### src/rtl/bitserial_pkg.sv
// rtl/bitserial_pkg.sv - shared opcode and FSM state definitions for the bit-serial core
package bitserial_pkg;

  typedef enum logic [2:0] {
    OP_ADD = 3'b000,
    OP_SUB = 3'b001,
    OP_AND = 3'b010,
    OP_OR  = 3'b011,
    OP_XOR = 3'b100,
    OP_MOV = 3'b101,
    OP_LDI = 3'b110,
    OP_NOP = 3'b111
  } op_e;

  typedef enum logic [1:0] {
    ST_IDLE = 2'b00,
    ST_EXEC = 2'b01,
    ST_WB   = 2'b10
  } state_e;

  function automatic logic is_arith(input op_e op);
    return (op == OP_ADD) || (op == OP_SUB);
  endfunction

endpackage

### src/rtl/bs_alu_slice.sv
// rtl/bs_alu_slice.sv - one-bit combinational ALU slice used once per EXEC cycle
module bs_alu_slice
  import bitserial_pkg::*;
(
  input  logic a,
  input  logic b,
  input  logic cin,
  input  op_e  op,
  output logic r,
  output logic cout
);

  logic bx;

  always_comb begin
    r    = 1'b0;
    cout = 1'b0;
    // SUB reuses the adder on the inverted operand; the +1 comes from carry-in
    bx   = (op == OP_SUB) ? ~b : b;
    case (op)
      OP_ADD, OP_SUB: begin
        r    = a ^ bx ^ cin;
        cout = (a & bx) | (a & cin) | (bx & cin);
      end
      OP_AND:         r = a & b;
      OP_OR:          r = a | b;
      OP_XOR:         r = a ^ b;
      OP_MOV, OP_LDI: r = a;
      default:        r = 1'b0;
    endcase
  end

endmodule

### src/rtl/bitserial_core_p.sv
// rtl/bitserial_core_p.sv - bit-serial register-file processor core, one result bit per cycle
module bitserial_core_p
  import bitserial_pkg::*;
#(
  parameter int WIDTH = 8,
  parameter int NREGS = 4
) (
  input  logic                     clk,
  input  logic                     rstn,
  input  logic                     start,
  input  logic [2:0]               op,
  input  logic [$clog2(NREGS)-1:0] rd,
  input  logic [$clog2(NREGS)-1:0] rs1,
  input  logic [$clog2(NREGS)-1:0] rs2,
  input  logic [WIDTH-1:0]         imm,
  output logic                     busy,
  output logic                     done,
  output logic [WIDTH-1:0]         result,
  output logic                     flag_c,
  output logic                     flag_z,
  output logic                     flag_n
);

  localparam int RW = $clog2(NREGS);
  localparam int CW = $clog2(WIDTH);
  localparam logic [CW-1:0] LAST_BIT = CW'(WIDTH - 1);

  state_e            state, state_n;
  op_e               op_q;
  logic [RW-1:0]     rd_q, rs1_q, rs2_q;
  logic [WIDTH-1:0]  imm_q;
  logic [CW-1:0]     cnt;
  logic              carry;
  logic [WIDTH-1:0]  acc, acc_next;
  logic [WIDTH-1:0]  regs [NREGS];
  logic              a_bit, b_bit, alu_r, alu_c;

  always_comb begin
    state_n = state;
    busy    = 1'b0;
    done    = 1'b0;
    case (state)
      ST_IDLE: if (start) state_n = ST_EXEC;
      ST_EXEC: begin
        busy = 1'b1;
        if (cnt == LAST_BIT) state_n = ST_WB;
      end
      ST_WB: begin
        busy    = 1'b1;
        done    = 1'b1;
        state_n = ST_IDLE;
      end
      default: state_n = ST_IDLE;
    endcase
  end

  assign a_bit    = (op_q == OP_LDI) ? imm_q[0] : regs[rs1_q][0];
  assign b_bit    = regs[rs2_q][0];
  assign acc_next = {alu_r, acc[WIDTH-1:1]};
  assign result   = acc;

  bs_alu_slice u_alu (
    .a    (a_bit),
    .b    (b_bit),
    .cin  (carry),
    .op   (op_q),
    .r    (alu_r),
    .cout (alu_c)
  );

  always_ff @(posedge clk) begin
    if (!rstn) begin
      state  <= ST_IDLE;
      op_q   <= OP_NOP;
      rd_q   <= '0;
      rs1_q  <= '0;
      rs2_q  <= '0;
      imm_q  <= '0;
      cnt    <= '0;
      carry  <= 1'b0;
      acc    <= '0;
      flag_c <= 1'b0;
      flag_z <= 1'b0;
      flag_n <= 1'b0;
      for (int i = 0; i < NREGS; i++) regs[i] <= '0;
    end else begin
      state <= state_n;
      case (state)
        ST_IDLE: if (start) begin
          op_q  <= op_e'(op);
          rd_q  <= rd;
          rs1_q <= rs1;
          rs2_q <= rs2;
          imm_q <= imm;
          cnt   <= '0;
          carry <= (op_e'(op) == OP_SUB);
        end
        ST_EXEC: begin
          cnt <= (cnt == LAST_BIT) ? '0 : cnt + CW'(1);
          if (op_q != OP_NOP) begin
            acc   <= acc_next;
            carry <= alu_c;
            imm_q <= imm_q >> 1;
            // full-width rotation restores the sources by the last bit cycle
            regs[rs1_q] <= {regs[rs1_q][0], regs[rs1_q][WIDTH-1:1]};
            if (rs2_q != rs1_q)
              regs[rs2_q] <= {regs[rs2_q][0], regs[rs2_q][WIDTH-1:1]};
            if (cnt == LAST_BIT) begin
              flag_c <= is_arith(op_q) & alu_c;
              flag_z <= (acc_next == '0);
              flag_n <= acc_next[WIDTH-1];
            end
          end
        end
        ST_WB: if (op_q != OP_NOP) regs[rd_q] <= acc;
        default: ;
      endcase
    end
  end

endmodule

### config.mk
export PLATFORM = sky130hd
export DESIGN_NAME = bitserial_core_p
export DESIGN_NICKNAME = d
export VERILOG_FILES = /design/src/rtl/bitserial_pkg.sv /design/src/rtl/bs_alu_slice.sv /design/src/rtl/bitserial_core_p.sv
export SDC_FILE = /design/constraint.sdc
export NUM_CORES = 1
export LEC_CHECK = 0
export BUFFER_PORTS_ARGS = -buffer_cell sky130_fd_sc_hd__buf_2
export CAP_MARGIN = 10
export CORE_MARGIN = 3
export CORE_UTILIZATION = 40
export DETAILED_ROUTE_END_ITERATION = 6
export GPL_TIMING_DRIVEN = 0
export PLACE_DENSITY = 0.59
export SYNTH_ARGS = -nofsm -noshare
export SYNTH_HDL_FRONTEND = slang
export SYNTH_SLANG_ARGS = --single-unit
export TNS_END_PERCENT = 100
### constraint.sdc
create_clock -name clk -period 5.4 [get_ports clk]
set_input_delay 1.08 -clock clk [delete_from_list [all_inputs] [get_ports clk]]
set_output_delay 1.08 -clock clk [all_outputs]
set_load 0.02 [all_outputs]
-- Word-level counts from Yosys, hierarchy flattened
Memories as Yosys holds them, arrays and structs flattened. A register that Yosys moved wholly into a read port is not among the register bits.
Cells that the tools add are included.
- flip-flop bits (word level): 34
- memory bits (writable): 32
- bits of input ports: 20
- memories: 1
- memory list (name ; depth ; width ; rd ports ; clocked after Yosys merged registers in ; wr ports ; RTL line ; RTL):
    regs ; 4 ; 8 ; 2 ; 2 ; 4 ; bitserial_core_p.sv:35 ; logic [WIDTH-1:0] regs [NREGS];
- $add $sub $neg: 1
- equality and inequality tests: 15
- mux-type cells: 44
- bitwise operators: 12
- reduce and logical (&&, ||, !) cells: 17
- operators with widths (kind ; number):
    $mux W8 ; 5
    $reduce_or A8 Y1 ; 3
    $mux W1 ; 23
    $mux W2 ; 9
    $pmux W8 S2 ; 1
    $eq A3 B3 Y1 const B ; 4
    $logic_not A8 Y1 ; 1
    $reduce_and A2 Y1 ; 4
    $eq A3 B1 Y1 const B ; 2
    $eq A3 B2 Y1 const B ; 2
    $mux W3 ; 2
    $ne A2 B2 Y1 const B ; 3
    $pmux W3 S2 ; 1
    $reduce_and A3 Y1 ; 2
    $reduce_or A2 Y1 ; 3
    $and A1 B1 Y1 ; 5
    $pmux W1 S5 ; 1
    $pmux W2 S2 ; 1
    $add A3 B1 Y3 const B ; 1
    $logic_not A3 Y1 ; 1
    $ne A3 B3 Y1 const B ; 1
    $or A1 B1 Y1 ; 3
    $xor A1 B1 Y1 ; 3
    $eq A2 B1 Y1 const B ; 1
    other kinds (7) ; 7

-- Depth between registers and ports, before layout
Gate-level depths: netlist of the first run.
- depth in word-level cells: 8
- depth in mapped cells: 8
- depth with buffers taken out: 7

-- By module
From an unflattened synthesis of the first run, not the netlist that was laid out.
- cell total of the unflattened synthesis: 312
- area, all modules: 3664.8 sq um
- by module, submodules not included (module ; instances ; cells an instance ; area an instance (sq um) ; seq. area each (sq um)):
    bitserial_core_p ; 1 ; 297 ; 3542.1 ; 1721.7
    bs_alu_slice ; 1 ; 15 ; 122.6 ; 0.0

-- Least setup slack after synthesis of the first run
OpenSTA, ideal clock, no wires.
- path type: input port to flip-flop
- from: input rstn
- to: memory regs[0][0], enable pin
- library setup time: 0.338 ns
- data arrival time: 2.096 ns
- required time: 5.062 ns
- path slack: 2.967 ns
- stages on the path: 4
- cells stage by stage: inv_1 > or4b_4 > and2_1 > nand3b_1
- RTL lines (what ; RTL line ; RTL):
    start: declaration ; bitserial_core_p.sv:9 ; input logic rstn,
    end: declaration ; bitserial_core_p.sv:35 ;

==> results of run 1 <==
==> cell families after synthesis <==
| logic type | Yosys count | share of synthesized area |
|---|---|---|
| multiplexers | 27 | 0.129 |
| buffers and inverters | 35 | 0.0442 |
| XOR/XNOR | 1 | 0.00238 |
| AND/OR/NAND/NOR | 102 | 0.138 |
| AO/OA/AOI/OAI | 88 | 0.189 |
| flip-flops | 70 | 0.468 |
| adder cells (fa/ha/maj) | 8 | 0.0293 |
==> layout by cell type (no fill, tap or decap), types with 9 or more instances in the layout <==
cell	count
sky130_fd_sc_hd__inv_1	14
sky130_fd_sc_hd__edfxtp_1	32
sky130_fd_sc_hd__buf_2	36
sky130_fd_sc_hd__clkbuf_1	12
sky130_fd_sc_hd__o2bb2ai_1	24
sky130_fd_sc_hd__nor2_1	19
sky130_fd_sc_hd__clkbuf_8	9
sky130_fd_sc_hd__a21oi_1	17
sky130_fd_sc_hd__nand2_1	44
sky130_fd_sc_hd__mux2i_1	11
sky130_fd_sc_hd__a211oi_1	9
sky130_fd_sc_hd__mux4_2	15
sky130_fd_sc_hd__dfxtp_1	38
==> path summary, 6_finish.rpt <==
kind | startpoint | endpoint | cells after the start
max | rstn | regs[1][0]$_DFFE_PP_ | 5
min reg2reg | flag_z$_SDFFE_PN0P_ | flag_z$_SDFFE_PN0P_ | 2
max reg2reg | state[1]$_SDFFE_PN0P_ | regs[0][5]$_DFFE_PP_ | 6
min | flag_z$_SDFFE_PN0P_ | flag_z$_SDFFE_PN0P_ | 2
==> metal layers <==
| layer | vias up | track usage | share of wire |
|---|---|---|---|
| met3 | 12 | 0.0300 | 0.047 |
| met5 | - | 0 | 0 |
| li1 | 1352 | - | - |
| met2 | 82 | 0.285 | 0.45 |
| met1 | 1426 | 0.285 | 0.49 |
| met4 | 0 | 0.0575 | 0.013 |
==> area by class of cell <==
| type | count | share of cell area |
|---|---|---|
| clock buffers | 9 | 0.0294 |
| flip-flops and latches | 70 | 0.409 |
| plain buffers | 21 | 0.0262 |
| inverters | 14 | 0.0125 |
| repair buffers | 32 | 0.0381 |
| well taps | 108 | 0.0321 |
| multi-input cells | 226 | 0.426 |
| clock inverters | 7 | 0.0268 |
==> power breakdown <==
group          internal, uW  switching, uW  leakage (uW)  total [uW]
registers               591           22.0      0.000642         613
logic                  97.1            155      0.000796         252
clock network           304            205      0.000119         509
total                   993            382       0.00156        1370
==> state kept, by name (all words and copies together), names as in the netlist, 3 cells and up, named ones only <==
| signal | cells |
|---|---|
| result | 8 |
| op_q | 3 |
| regs | 32 |
| imm_q | 8 |
| cnt | 3 |
==> per-stage QoR <==
stage	total power (uW)	hold WS, ns	setup slack, ns	std cells
after floorplan	808	0.444	2.97	331
after global placement	872	0.451	2.16	471
after detailed placement	878	0.477	2.19	471
after CTS	1380	0.489	2.55	487
after global routing	1440	0.519	2.33	487
final	1370	0.485	2.52	487
==> worst max-delay path, stage by stage <==
cell                       delay (ns)
sky130_fd_sc_hd__buf_2           0.12
sky130_fd_sc_hd__clkbuf_1        0.38
sky130_fd_sc_hd__nand2_1         0.10
sky130_fd_sc_hd__nor2_1          0.64
sky130_fd_sc_hd__a311o_1         0.54
==> impl_summary.txt, run 1 <==
----------------------------------------------------
[Clock network]
  Clock-pin slew on the worst setup and hold paths ... around 0.07 ns
  Cts repair resizes ... 0
  CTS tree ... done
  Post-cts hold buffer count ... 0
  Clock network latency to the later pin of the worst-skew pair ... approximately 0.35 ns
  Bufs on Longest Clock Path ... 2
  H-tree level count ... 3
  Sink Count ... 70
  Post-CTS setup buffer count ... 0
  Root cell of the clock tree ... sky130_fd_sc_hd__clkbuf_8
  Number of buffers created by CTS ... 9

[Power]
  PD cells ... 327 nW/um^2
  Peak VDD IR ... between 0.1 and 0.15 mV
  Leakage ... roughly 0.0016 uW

[Layout]
  Fraction of layout cells with a size suffix above 1 ... 0.211
  Fill cell count ... about 840
  Post-route cell area ... between 4000 and 5000 um^2
  Finished Core Util ... 0.478
  Area growth, synth to finish ... 14.5%
  Number of nets in the layout ... between 400 and 500
  Number of antenna repair diodes ... 0
  Area of the multi-input gates ... around 1800 um^2
  Register Area ... 1720 um^2

[Floorplan]
  Overall die area ... a little over 10000 um^2
  Effective utilization at floorplan ... 0.417
  Vertical die dimension ... ~100 um
  Standard cell core area ... a little under 9000 um^2
  Number of rows in the core area ... 34
  I/O pins ... 33
  Die width ... just over 100 um

[Run]
  Max Cap Viol ... 0

[Logic synthesis]
  Most repeated cell in the gate-level netlist after synthesis ... sky130_fd_sc_hd__nand2_1
  Share of the yosys chip area belonging to registers ... 0.468
  Main area contributors after synthesis ... sky130_fd_sc_hd__edfxtp_1, sky130_fd_sc_hd__dfxtp_1, sky130_fd_sc_hd__mux4_2
  Leading area contributor after synthesis ... sky130_fd_sc_hd__edfxtp_1
  Number of cells produced by synthesis ... approximately 330
  Synth Flop Type ... sky130_fd_sc_hd__dfxtp_1
  Post-synthesis instance area ... between 3000 and 4000 um^2
  Ys Warns ... 0
  Post-synth EDFFs ... 32
  Count of cell types in the netlist ... 54
  Synth async-reset ratio ... 0
  Synthesized area per cell ... 11.1 um^2
  Top cells by count, synth ... sky130_fd_sc_hd__nand2_1, sky130_fd_sc_hd__dfxtp_1, sky130_fd_sc_hd__edfxtp_1
  Number of nets produced by synthesis ... roughly 360
  Top cell type's share of synthesized area ... 0.261
  #FFs+latches synth ... 70

[Global route]
  Wire length of the first global-routing pass ... ~15000 um
  GRT Overall Usage ... 0.190
  GRT overflow ... 0
  Initial antenna violation count ... 0
  Via count of the first global-routing pass ... 2728
  Maximum number of pins on one net before global-route repair ... 13

[Critical path]
  Kind of launch point of the worst setup path ... input port
  WP data required ... between 5 and 6 ns
  Largest fanout of any net on the critical path ... 10
  Kind of critical path ... in -> reg
  Critical Path End Type ... flip-flop
  Worst EP arrival ... roughly 2.9 ns
  R2r setup slk ... approximately 2.6 ns

[Timing]
  Pins Over Slew Limit ... 0
  Slew headroom ... 0.271
  Final period demand of the worst path ... slightly below 3 ns
  Maximum clock rate ... approximately 350 MHz
  Worst-case clock skew ... between 0.009 and 0.01 ns
  Actual transition at the worst max-transition pin ... 1.09 ns
  Share of the cycle needed by the critical path after routing ... 0.534
  # setup viols final ... 0
  Setup repair after global routing missed its margin ... false
  Total Neg Setup Slack ... 0 ns
  Final number of hold-violating endpoints ... 0

[Place]
  Instance area at placement ... approximately 4000 um^2
  Number of port buffers ... 32
  Weighted congestion at the end of routability-driven global placement ... 0.790
  DPL Wire Length ... between 6000 and 7000 um

[Route]
  Avg WL per Cell ... between 15 and 20 um
  Number of vias per cell after detailed routing ... just under 6
  DR pass1 iterations ... 4
  Number of antenna-violating nets in the routed design ... 0
  Number of DRC markers in iteration 0 ... about 130
  Vias post-DR ... about 2900
  DRC violations left ... 0
  Routed Wire Length ... around 9200 um

[Min path]
  Class of the tightest hold or removal check ... reg -> reg

[Outcome]
  Result of the run ... finished clean

----------------------------------------------------
Power figures use the tool's default switching activity.
==> inputs of run 2 (changes only) <==
==> constraint.sdc (replaced) <==
create_clock -name clk -period 2.67 [get_ports clk]
set_input_delay 0.534 -clock clk [delete_from_list [all_inputs] [get_ports clk]]
set_output_delay 0.534 -clock clk [all_outputs]
set_load 0.02 [all_outputs]
==> impl_summary.txt, run 2 (synthesized netlist as in run 1, its figures left out) <==
----------------------------------------------------
[Place]
  Number of port buffers ... 32 (unchanged)
  Post-placement cell count ... 471 (unchanged)
  Weighted congestion at the end of routability-driven global placement ... 0.790 (unchanged)
  DPL Wire Length ... 6490 um (unchanged)

[Power]
  PD cells ... 656 nW/um^2 (+100%)
  Combinational share of power ... 0.185 (about the same)
  Sequential cell fraction of total power ... 0.448 (+0.002)
  Final total power ... 2790 uW (+100%)
  Net switching power figure ... 773 uW (+100%)
  Peak VDD IR ... 0.229 mV (+100%)
  Leakage ... 0.00158 uW (+1.4%)
  Part of the total power dissipated in the clock network ... 0.367 (-0.003)
  Switching Share ... 0.277 (-0.000867)
  Cell Int Power ... 2020 uW (+100%)

[Global route]
  GRT overflow ... 0 (unchanged)
  Via count of the first global-routing pass ... 2752 (+0.88%)
  Wire length of the first global-routing pass ... 15000 um (+0.46%)
  Initial antenna violation count ... 0 (unchanged)
  GRT Overall Usage ... 0.191 (+0.000576)
  Maximum number of pins on one net before global-route repair ... 13 (unchanged)

[Route]
  Number of antenna-violating nets in the routed design ... 0 (unchanged)
  Number of DRC markers in iteration 0 ... 169 (+27%)
  Avg WL per Cell ... 19.1 um (+0.58%)
  Routed Wire Length ... 9310 um (+0.79%)
  Number of vias per cell after detailed routing ... 5.88 (-0.27%)
  DRC violations left ... 0 (unchanged)
  Vias post-DR ... 2870 (-0.070%)
  DR pass1 iterations ... 4 (unchanged)

[Layout]
  Number of flip-flops under the largest register name ... 32 (unchanged)
  Top reg by flops ... regs
  Number of nets in the layout ... 403 (+0.25%)
  Number of antenna repair diodes ... 0 (unchanged)
  Fill cell count ... 830 (-1.3%)
  Area growth, synth to finish ... 15.8%
  Leading cell type in the layout, fill and taps excluded ... sky130_fd_sc_hd__nand2_1
  Fin cells ... 488 (+0.21%)
  Fraction of layout cells with a size suffix above 1 ... 0.226 (+0.0152)
  Most used cells in the layout excluding fill and tap cells ... sky130_fd_sc_hd__nand2_1, sky130_fd_sc_hd__dfxtp_1, sky130_fd_sc_hd__buf_2
  Finished Core Util ... 0.483 (+0.00540)

[Timing]
  Actual transition at the worst max-transition pin ... 0.848 ns (-0.241 ns)
  Pins Over Slew Limit ... 0 (unchanged)
  Total Neg Setup Slack ... 0 ns (unchanged)
  Maximum clock rate ... ~390 MHz
  Worst-case clock skew ... 0.0102 ns (+0.000358 ns)
  Final number of hold-violating endpoints ... 0 (unchanged)
  # setup viols final ... 0 (unchanged)
  Slew headroom ... 0.432 (+0.161)
  Final period demand of the worst path ... around 2.6 ns
  Worst Hold Slack ... 0.414 ns (-0.0714 ns)
  Share of the cycle needed by the critical path after routing ... 0.960

[Outcome]
  Result of the run ... finished clean

[Floorplan]
  Vertical die dimension ... 102 um (unchanged)
  I/O pins ... 33 (unchanged)
  Overall die area ... 10400 um^2 (unchanged)
  Die width ... 102 um (unchanged)
  Standard cell core area ... 8810 um^2 (unchanged)
  Number of rows in the core area ... 34 (unchanged)
  Effective utilization at floorplan ... 0.417 (unchanged)

[Critical path]
  Kind of launch point of the worst setup path ... flip-flop
  Cell with the largest stage delay on the worst path ... sky130_fd_sc_hd__o211ai_1
  Crit path buf inv count ... 2 (unchanged)
  Worst EP arrival ... 2.63 ns (-0.24 ns)
  Critical Path End Type ... flip-flop
  Kind of critical path ... reg -> reg
  Cell-by-cell listing of the critical path ... inv_1, ha_1, buf_2, nand4b_1, o211ai_1, o2bb2ai_1
  Largest fanout of any net on the critical path ... 10 (unchanged)
  Dominant delay contributor by cell family on the critical path ... compound AO/OA/AOI/OAI gates
  WP data required ... 2.74 ns (-2.65 ns)
  Delay contributed by the slowest stage of the critical path ... 0.79 ns (+0.15 ns)

[Min path]
  Class of the tightest hold or removal check ... in -> reg

[Clock network]
  Number of buffers created by CTS ... 9 (unchanged)
  Bufs on Longest Clock Path ... 2 (unchanged)
  Clock-pin slew on the worst setup and hold paths ... 0.08 ns (about the same)
  Root cell of the clock tree ... sky130_fd_sc_hd__clkbuf_8
  Post-cts hold buffer count ... 0 (unchanged)
  H-tree level count ... 3 (unchanged)
  Sink Count ... 70 (unchanged)
  CTS tree ... done
  Clock network latency to the later pin of the worst-skew pair ... 0.34 ns (about the same)

[Run]
  Max Cap Viol ... 0 (unchanged)

----------------------------------------------------
## run 2: layer usage
metal | GRT usage | routed length, um | vias to the layer above
li1 | - | - | 1355
met1 | 0.286 | 4570 | 1426
met2 | 0.286 | 4200 | 77
met3 | 0.0300 | 425 | 12
met4 | 0.0575 | 116 | 0
met5 | 0 | 0 | -
## run 2: final cells by class
type | count | area [um^2] | share of cell area
buffer | 19 | 106 | 0.0250
clock buffer | 9 | 124 | 0.0291
timing repair buffer | 35 | 195 | 0.0459
multi-input combinational | 226 | 1810 | 0.425
tap | 108 | 135 | 0.0318
inverter | 14 | 52.6 | 0.0123
sequential | 70 | 1720 | 0.405
clock inverter | 7 | 113 | 0.0265
## run 2: worst paths after layout
kind / to / slack [ns] / startpoint / depth (start not counted)
setup / recovery: regs[2][1]$_DFFE_PP_ / 0.11 / state[1]$_SDFFE_PN0P_ / 6
hold / removal: op_q[0]$_SDFFE_PN1P_ / 0.41 / op[0] / 3
setup reg to reg: regs[2][1]$_DFFE_PP_ / 0.11 / state[1]$_SDFFE_PN0P_ / 6
hold reg to reg: flag_z$_SDFFE_PN0P_ / 0.49 / flag_z$_SDFFE_PN0P_ / 2
## run 2: worst register-to-register path, stage by stage, from the launching register on
cell and delay, ns:
sky130_fd_sc_hd__dfxtp_1 0.34, sky130_fd_sc_hd__inv_1 0.10, sky130_fd_sc_hd__ha_1 0.30, sky130_fd_sc_hd__buf_2 0.29, sky130_fd_sc_hd__nand4b_1 0.30, sky130_fd_sc_hd__o211ai_1 0.79
sky130_fd_sc_hd__o2bb2ai_1 0.18
## run 2: stage by stage
| step | setup WS, ns | cell area [um^2] |
|---|---|---|
| finish | 0.107 | 4260 |
| global route | -0.000987 | 4260 |
| CTS | -0.00428 | 4220 |
| detailed placement | -0.134 | 3970 |
| global placement | -0.165 | 3970 |
| floorplan | 0.290 | 3680 |
## run 2: what timing repair did
action,CTS,global route
buffers inserted,1,2
pin swaps,1,0
endpoints found under the setup margin,19,33
gates resized for setup,3,5
hold endpoints to repair,0,0
## run 2: power by group through the flow
stage,logic (uW),registers (uW),clock network (uW)
after floorplan,381,1250,0
after global placement,502,1260,0
after detailed placement,511,1260,0
after CTS,516,1240,1040
after global routing,576,1260,1090
final,516,1250,1020
